`src/rtl/mmio_timer_if.sv`:
```
// rtl/mmio_timer_if.sv - CPU data-bus bundle between the address decoder and the timer
interface mmio_timer_if;
  logic        WEtimer;
  logic [31:0] DataAdr;
  logic [31:0] WriteData;
  logic [31:0] ReadData;
  logic        irq;

  modport master (
    output WEtimer,
    output DataAdr,
    output WriteData,
    input  ReadData,
    input  irq
  );

  modport slave (
    input  WEtimer,
    input  DataAdr,
    input  WriteData,
    output ReadData,
    output irq
  );
endinterface

```
`src/rtl/mmio_timer.sv`:
```
// rtl/mmio_timer.sv - prescaled one-shot/auto-reload down-counter on the data bus; TIMER_CAPTURE_EN adds cap_in and CAPTURE at +10
module mmio_timer #(
  parameter logic [31:0] BASE_ADDR = 32'h804,
  parameter int          WIDTH     = 32
) (
  input  logic        clk,
  input  logic        reset_n,
`ifdef TIMER_CAPTURE_EN
  input  logic        cap_in,
`endif
  mmio_timer_if.slave bus
);

  typedef enum logic [1:0] {
    S_IDLE = 2'd0,
    S_RUN  = 2'd1,
    S_DONE = 2'd2
  } state_t;

  localparam logic [WIDTH-1:0] CNT_ONE = WIDTH'(1);

  state_t           r_state;
  state_t           w_state_nxt;

  logic [WIDTH-1:0] r_load;
  logic [WIDTH-1:0] r_count;
  logic [7:0]       r_prescale;
  logic [7:0]       r_pre_cnt;
  logic             r_auto;
  logic             r_irq_en;
  logic             r_expired;

  logic             w_hit_ctrl;
  logic             w_hit_load;
  logic             w_hit_count;
  logic             w_hit_status;
  logic             w_wr_ctrl;
  logic             w_wr_load;
  logic             w_wr_count;
  logic             w_wr_status;
  logic             w_en_req;
  logic             w_en;
  logic             w_tick;
  logic             w_count_zero;
  logic             w_start;
  logic             w_run_step;
  logic             w_cnt_step;
  logic             w_expire;
  logic [31:0]      w_rdata;

  // Exact word-address decode; anything else on the bus is not ours
  assign w_hit_ctrl   = (bus.DataAdr == BASE_ADDR);
  assign w_hit_load   = (bus.DataAdr == BASE_ADDR + 32'h4);
  assign w_hit_count  = (bus.DataAdr == BASE_ADDR + 32'h8);
  assign w_hit_status = (bus.DataAdr == BASE_ADDR + 32'hC);

  assign w_wr_ctrl    = bus.WEtimer & w_hit_ctrl;
  assign w_wr_load    = bus.WEtimer & w_hit_load;
  assign w_wr_count   = bus.WEtimer & w_hit_count;
  assign w_wr_status  = bus.WEtimer & w_hit_status;

  assign w_en_req     = bus.WriteData[0];
  assign w_en         = (r_state == S_RUN);
  assign w_tick       = (r_pre_cnt == r_prescale);
  assign w_count_zero = (r_count == '0);

  // State register
  always_ff @(posedge clk or negedge reset_n) begin
    if (!reset_n) begin
      r_state <= S_IDLE;
    end else begin
      r_state <= w_state_nxt;
    end
  end

  // Next state plus the datapath strobes that depend on the current state
  always_comb begin
    w_state_nxt = r_state;
    w_start     = 1'b0;
    w_run_step  = 1'b0;
    w_cnt_step  = 1'b0;
    w_expire    = 1'b0;
    case (r_state)
      S_IDLE: begin
        if (w_wr_ctrl && w_en_req) begin
          w_state_nxt = S_RUN;
          w_start     = 1'b1;
        end
      end
      S_RUN: begin
        if (w_wr_ctrl && !w_en_req) begin
          // Stopping freezes both count and prescaler where they are
          w_state_nxt = S_IDLE;
        end else begin
          w_run_step = 1'b1;
          // A software COUNT write in the same cycle overrides the tick
          w_cnt_step = w_tick & ~w_wr_count;
          w_expire   = w_cnt_step & w_count_zero;
          if (w_expire && !r_auto) begin
            w_state_nxt = S_DONE;
          end
        end
      end
      S_DONE: begin
        if (w_wr_ctrl) begin
          w_state_nxt = w_en_req ? S_RUN : S_IDLE;
          w_start     = w_en_req;
        end
      end
      default: begin
        w_state_nxt = S_IDLE;
      end
    endcase
  end

  // Configuration registers; EN itself lives in the state, not here
  always_ff @(posedge clk or negedge reset_n) begin
    if (!reset_n) begin
      r_auto     <= 1'b0;
      r_irq_en   <= 1'b0;
      r_prescale <= 8'h00;
      r_load     <= '0;
    end else begin
      if (w_wr_ctrl) begin
        r_auto     <= bus.WriteData[1];
        r_irq_en   <= bus.WriteData[2];
        r_prescale <= bus.WriteData[15:8];
      end
      if (w_wr_load) begin
        r_load <= bus.WriteData[WIDTH-1:0];
      end
    end
  end

  // Counter: start reload, then software write, then tick decrement/reload
  always_ff @(posedge clk or negedge reset_n) begin
    if (!reset_n) begin
      r_count <= '0;
    end else if (w_start) begin
      r_count <= r_load;
    end else if (w_wr_count) begin
      r_count <= bus.WriteData[WIDTH-1:0];
    end else if (w_cnt_step) begin
      if (w_count_zero) begin
        r_count <= r_auto ? r_load : '0;
      end else begin
        r_count <= r_count - CNT_ONE;
      end
    end
  end

  // Prescaler advances only while running; wraps to 0 on each tick
  always_ff @(posedge clk or negedge reset_n) begin
    if (!reset_n) begin
      r_pre_cnt <= 8'h00;
    end else if (w_start) begin
      r_pre_cnt <= 8'h00;
    end else if (w_run_step) begin
      r_pre_cnt <= w_tick ? 8'h00 : r_pre_cnt + 8'h01;
    end
  end

  // Sticky expiry flag; a same-cycle expiry beats a software clear
  always_ff @(posedge clk or negedge reset_n) begin
    if (!reset_n) begin
      r_expired <= 1'b0;
    end else if (w_expire) begin
      r_expired <= 1'b1;
    end else if (w_wr_status && bus.WriteData[0]) begin
      r_expired <= 1'b0;
    end
  end

`ifdef TIMER_CAPTURE_EN
  logic             r_cap_s1;
  logic             r_cap_s2;
  logic             r_cap_d;
  logic [WIDTH-1:0] r_capture;
  logic             w_cap_edge;
  logic             w_hit_cap;

  assign w_cap_edge = r_cap_s2 & ~r_cap_d;
  assign w_hit_cap  = (bus.DataAdr == BASE_ADDR + 32'h10);

  // Synchronise cap_in, detect its rising edge and snapshot the pre-update count
  always_ff @(posedge clk or negedge reset_n) begin
    if (!reset_n) begin
      r_cap_s1  <= 1'b0;
      r_cap_s2  <= 1'b0;
      r_cap_d   <= 1'b0;
      r_capture <= '0;
    end else begin
      r_cap_s1 <= cap_in;
      r_cap_s2 <= r_cap_s1;
      r_cap_d  <= r_cap_s2;
      if (w_cap_edge) begin
        r_capture <= r_count;
      end
    end
  end
`endif

  // Combinational read-back mux; unmapped offsets return 0
  always_comb begin
    w_rdata = 32'h0;
    if (w_hit_ctrl) begin
      w_rdata = {16'h0, r_prescale, 5'h00, r_irq_en, r_auto, w_en};
    end else if (w_hit_load) begin
      w_rdata = 32'(r_load);
    end else if (w_hit_count) begin
      w_rdata = 32'(r_count);
    end else if (w_hit_status) begin
      w_rdata = {31'h0, r_expired};
    end
`ifdef TIMER_CAPTURE_EN
    else if (w_hit_cap) begin
      w_rdata = 32'(r_capture);
    end
`endif
  end

  assign bus.ReadData = w_rdata;
  assign bus.irq      = r_expired & r_irq_en;

endmodule

```
`src/flat_wrapper.sv`:
```
// flat-port wrapper written by rule: the top's interface ports become plain ports
module mmio_timer_flat 
#(
  parameter logic [31:0] BASE_ADDR = 32'h804,
  parameter int          WIDTH     = 32
)
  (clk, reset_n, bus_WEtimer, bus_DataAdr, bus_WriteData, bus_ReadData, bus_irq);
  mmio_timer_if bus_i ();
  input  logic clk;
  input  logic reset_n;
  input wire logic [$bits(bus_i.WEtimer)-1:0] bus_WEtimer;
  input wire logic [$bits(bus_i.DataAdr)-1:0] bus_DataAdr;
  input wire logic [$bits(bus_i.WriteData)-1:0] bus_WriteData;
  output wire logic [$bits(bus_i.ReadData)-1:0] bus_ReadData;
  output wire logic [$bits(bus_i.irq)-1:0] bus_irq;
  assign bus_i.WEtimer = bus_WEtimer;
  assign bus_i.DataAdr = bus_DataAdr;
  assign bus_i.WriteData = bus_WriteData;
  assign bus_ReadData = bus_i.ReadData;
  assign bus_irq = bus_i.irq;
  mmio_timer #(.BASE_ADDR(BASE_ADDR), .WIDTH(WIDTH)) u_core (.clk(clk), .reset_n(reset_n), .bus(bus_i));
endmodule
```
`config.mk`:
```
export PLATFORM = sky130hd
export DESIGN_NAME = mmio_timer_flat
export DESIGN_NICKNAME = d
export VERILOG_FILES = /design/src/rtl/mmio_timer_if.sv /design/src/rtl/mmio_timer.sv /design/src/flat_wrapper.sv
export SDC_FILE = /design/constraint.sdc
export NUM_CORES = 1
export LEC_CHECK = 0
export CAP_MARGIN = 20
export CELL_PAD_IN_SITES_DETAIL_PLACEMENT = 0
export CELL_PAD_IN_SITES_GLOBAL_PLACEMENT = 1
export CORE_MARGIN = 2
export CORE_UTILIZATION = 37
export DETAILED_ROUTE_END_ITERATION = 7
export MAX_ROUTING_LAYER = met4
export PLACE_DENSITY = 0.9
export SYNTH_ARGS = -nofsm -noshare
export SYNTH_HDL_FRONTEND = slang
export SYNTH_SLANG_ARGS = --single-unit
```
`constraint.sdc`:
```
create_clock -name clk -period 2.35 [get_ports clk]
set_input_delay 0.235 -clock clk [delete_from_list [all_inputs] [get_ports clk]]
set_output_delay 0.235 -clock clk [all_outputs]
set_load 0.03 [all_outputs]
```
==> metrics.md <==
| Metric | Value |
|---|---|
| Boundary Pins | `100` |
| # rows | `45` |
| Die Span Y | `128 microns` |
| Final hold vios | `0` |
| Yosys top cell by area | `dfrtp_1` |
| Final ANT Viol Nets | `0` |
| Failing checks | `setup timing` |
| Status | `finished with violations` |
| TritonCTS Sinks | `85` |
| Pleak | `4.02 nW` |
| Max-slew violation count | `0` |
| Initial antenna violation count | `0` |
| PwrDens | `361 nW/um^2` |
| Die ar. | `16300 sq um` |
| Synth top area share | `0.376` |
| Period utilization | `1.07` |
| R2R setup slack | `-170 ps` |
| Synth cell types | `between 60 and 70` |
| Maxcap violations | `0` |
| Worst skew pair latency | `360 ps` |
| Worst min path class | `in2async` |
| Clk_skew | `between 10 and 15 ps` |
| Nets | `925` |
| Crit path launch type | `flop` |
| Post-Layout Inst Area | `9080 sq um` |
| Die width | `around 130 microns` |
| Synth Flop Type | `dfrtp_1` |
| Final wirelength | `20600 microns` |
| RD Place Congestion | `a little over 0.9` |
| CP required | `2590 ps` |
| WP data arrival | `2760 ps` |
| DRC | `0` |
| Share of layout cells above drive strength 1 | `0.447` |
| Pin count of the biggest net entering global routing | `47` |
| Worst slew pin tran | `665 ps` |
| Max frequency | `397 MHz` |
| CTS tree | `done` |
| Vias per cell | `5.83` |
| Root Buffer | `clkbuf_16` |
| Hold WS | `446 ps` |
| Wire length per cell after detailed routing | `19.7 microns` |
| Vias in the first global route | `6079` |
| Final setup viols | `23` |
| Crit Path Max Fanout | `5` |
| Cells after Synth | `622` |
| Final worst-path setup slack | `-171 ps` |
| Worst-path clk slew | `around 70 ps` |
| Top cells by area, synth | `dfrtp_1 38%, mux2_2 8.4%, mux2i_1 5.8%` |
| #FFs+latches synth | `85` |
| YS warnings | `0` |
| Post-route minimum period | `between 2000 and 3000 ps` |
| Via count | `6115` |
| Cell with the most instances after synthesis | `dfrtp_1` |
| Post-synth EDFFs | `0` |
| Max Root-Sink Buffers | `2` |
| Post-Syn Area | `around 5700 sq um` |
| Area of the core | `15100 sq um` |
| RR Endpoint | `u_core.r_count[30]` |
| Post-Syn Nets | `692` |
| Worst slew margin | `0.557` |
| Hpwl dp | `13600 microns` |
| Crit Path Class | `reg2reg` |
| Endpoint class of the critical path | `flop` |
| First-pass GRT wire length | `31200 microns` |
| IO buf count | `99` |
| FF-to-FF path depth | `9` |
| DP Area | `7730 sq um` |
| RSZ-0062 raised after global routing | `true` |
| Peak VDD IR | `0.376 mV` |
| Fraction of registers with async set/reset | `1.00` |
| Iter 0 DRT Violations | `between 400 and 500` |
| Clock buffer count from CTS | `9` |
| Synth Area per Inst | `9.09 sq um` |
| Gr usage total | `0.251` |
| Synthesis-to-layout area growth | `60.5%` |
| CTS H-tree depth | `3` |
| Congestion Overflow GR | `0` |
| Worst flop-to-flop path startpoint | `u_core.r_count[1]` |
| Initial cell density of the core | `0.375` |
| Pre-antenna DRT Iters | `5` |
| FILL cells | `1226` |
| Post-synth top cells | `85 x dfrtp_1, 71 x nor2_1, 55 x nand2_1` |
| Ant. Diodes | `0` |
| Seq/Total Area, Yosys | `0.376` |
## cells by family after synthesis
kind of cell | after synthesis | share of synthesized area
flip-flops | 85 | 0.376
multiplexers | 75 | 0.142
adder cells (fa/ha/maj) | 3 | 0.00664
AND/OR/NAND/NOR | 253 | 0.243
buffers and inverters | 41 | 0.0365
AO/OA/AOI/OAI | 140 | 0.157
XOR/XNOR | 25 | 0.0387
## metal layers
layer,global-route usage,up-vias,wire length (microns),part of all wire
met3,0.0436,61,1110,0.054
met2,0.428,251,10500,0.51
met1,0.295,3034,8370,0.41
met4,0.0970,0,688,0.033
li1,-,2769,-,-
met5,-,-,0,0
## worst max path at each step
| stage | to | slack (ps) | start | cells after the start |
|---|---|---|---|---|
| floorplan | u_core.r_count[30] | -120 | u_core.r_count[0] | 11 |
| global placement | bus_ReadData[12] | -440 | bus_DataAdr[21] | 10 |
| detailed placement | bus_ReadData[12] | -470 | bus_DataAdr[21] | 10 |
| CTS | u_core.r_count[30] | -150 | u_core.r_count[5] | 7 |
| global route | u_core.r_count[30] | -250 | u_core.r_count[0] | 9 |
| finish | u_core.r_count[30] | -170 | u_core.r_count[1] | 9 |
## through the flow
step                      setup WS (ps)  utilization  total power [mW]  std cells  TNS, ps
after CTS                          -151        0.567              3.29       1033    -1660
after floorplan                    -120            -              1.58        622     -934
after global routing               -248        0.602              3.39       1048    -3930
final                              -171        0.602              3.28       1048    -1210
after detailed placement           -465        0.512              1.79        998   -36620
after global placement             -439        0.512              1.78        998   -32160
## report_power, final
part	switching [mW]	leakage, nW	internal, mW
Combinational	0.137	2.81	0.144
Clock	0.671	0.148	0.840
Sequential	0.0127	1.06	1.47
Total	0.821	4.02	2.46
## state kept, by name, summed over array words and instances, names as in the netlist
| name | cells |
|---|---|
| u_core.r_auto | 1 |
| u_core.r_count | 32 |
| u_core.r_expired | 1 |
| u_core.r_irq_en | 1 |
| u_core.r_load | 32 |
| u_core.r_pre_cnt | 8 |
| u_core.r_prescale | 8 |
| u_core.r_state | 2 |
## placed cells by master, fill, tap and decap left out, types with 15 or more instances in the layout
cell / count
a21oi_1: 26
buf_12: 17
buf_4: 141
buf_6: 27
clkdlybuf4s50_1: 36
dfrtp_1: 85
mux2_2: 42
mux2i_1: 33
nand2_1: 42
nor2_1: 58
o21ai_0: 15
xor2_1: 19
## what timing repair did
item | in CTS | in global routing
buffers inserted | 17 | 14
hold buffers | 1 | 0
endpoints found under the setup margin | 103 | 65
resized for setup | 125 | 120
pin swaps | 39 | 49
endpoints found under the hold margin | 45 | 0
gates cloned | 2 | 3
## worst max-delay path: stages, from the launching register on
cell and delay (ps):
dfrtp_1 420, inv_2 100, ha_4 130, or4b_4 470
or4_4 530, nor3_4 200, and3_2 200, nor4_1 50
a211oi_1 180, o21ai_1 120
## area by class of cell
cell class	instances	area (sq um)	share of cell area
multi-input combinational	497	3990	0.440
sequential	85	2130	0.234
clock buffer	9	225	0.0248
inverter	4	15.0	0.00165
tap	188	235	0.0259
timing repair buffer	258	2400	0.265
clock inverter	7	80.1	0.00882
Note: power is estimated with default switching activity, not from simulation.
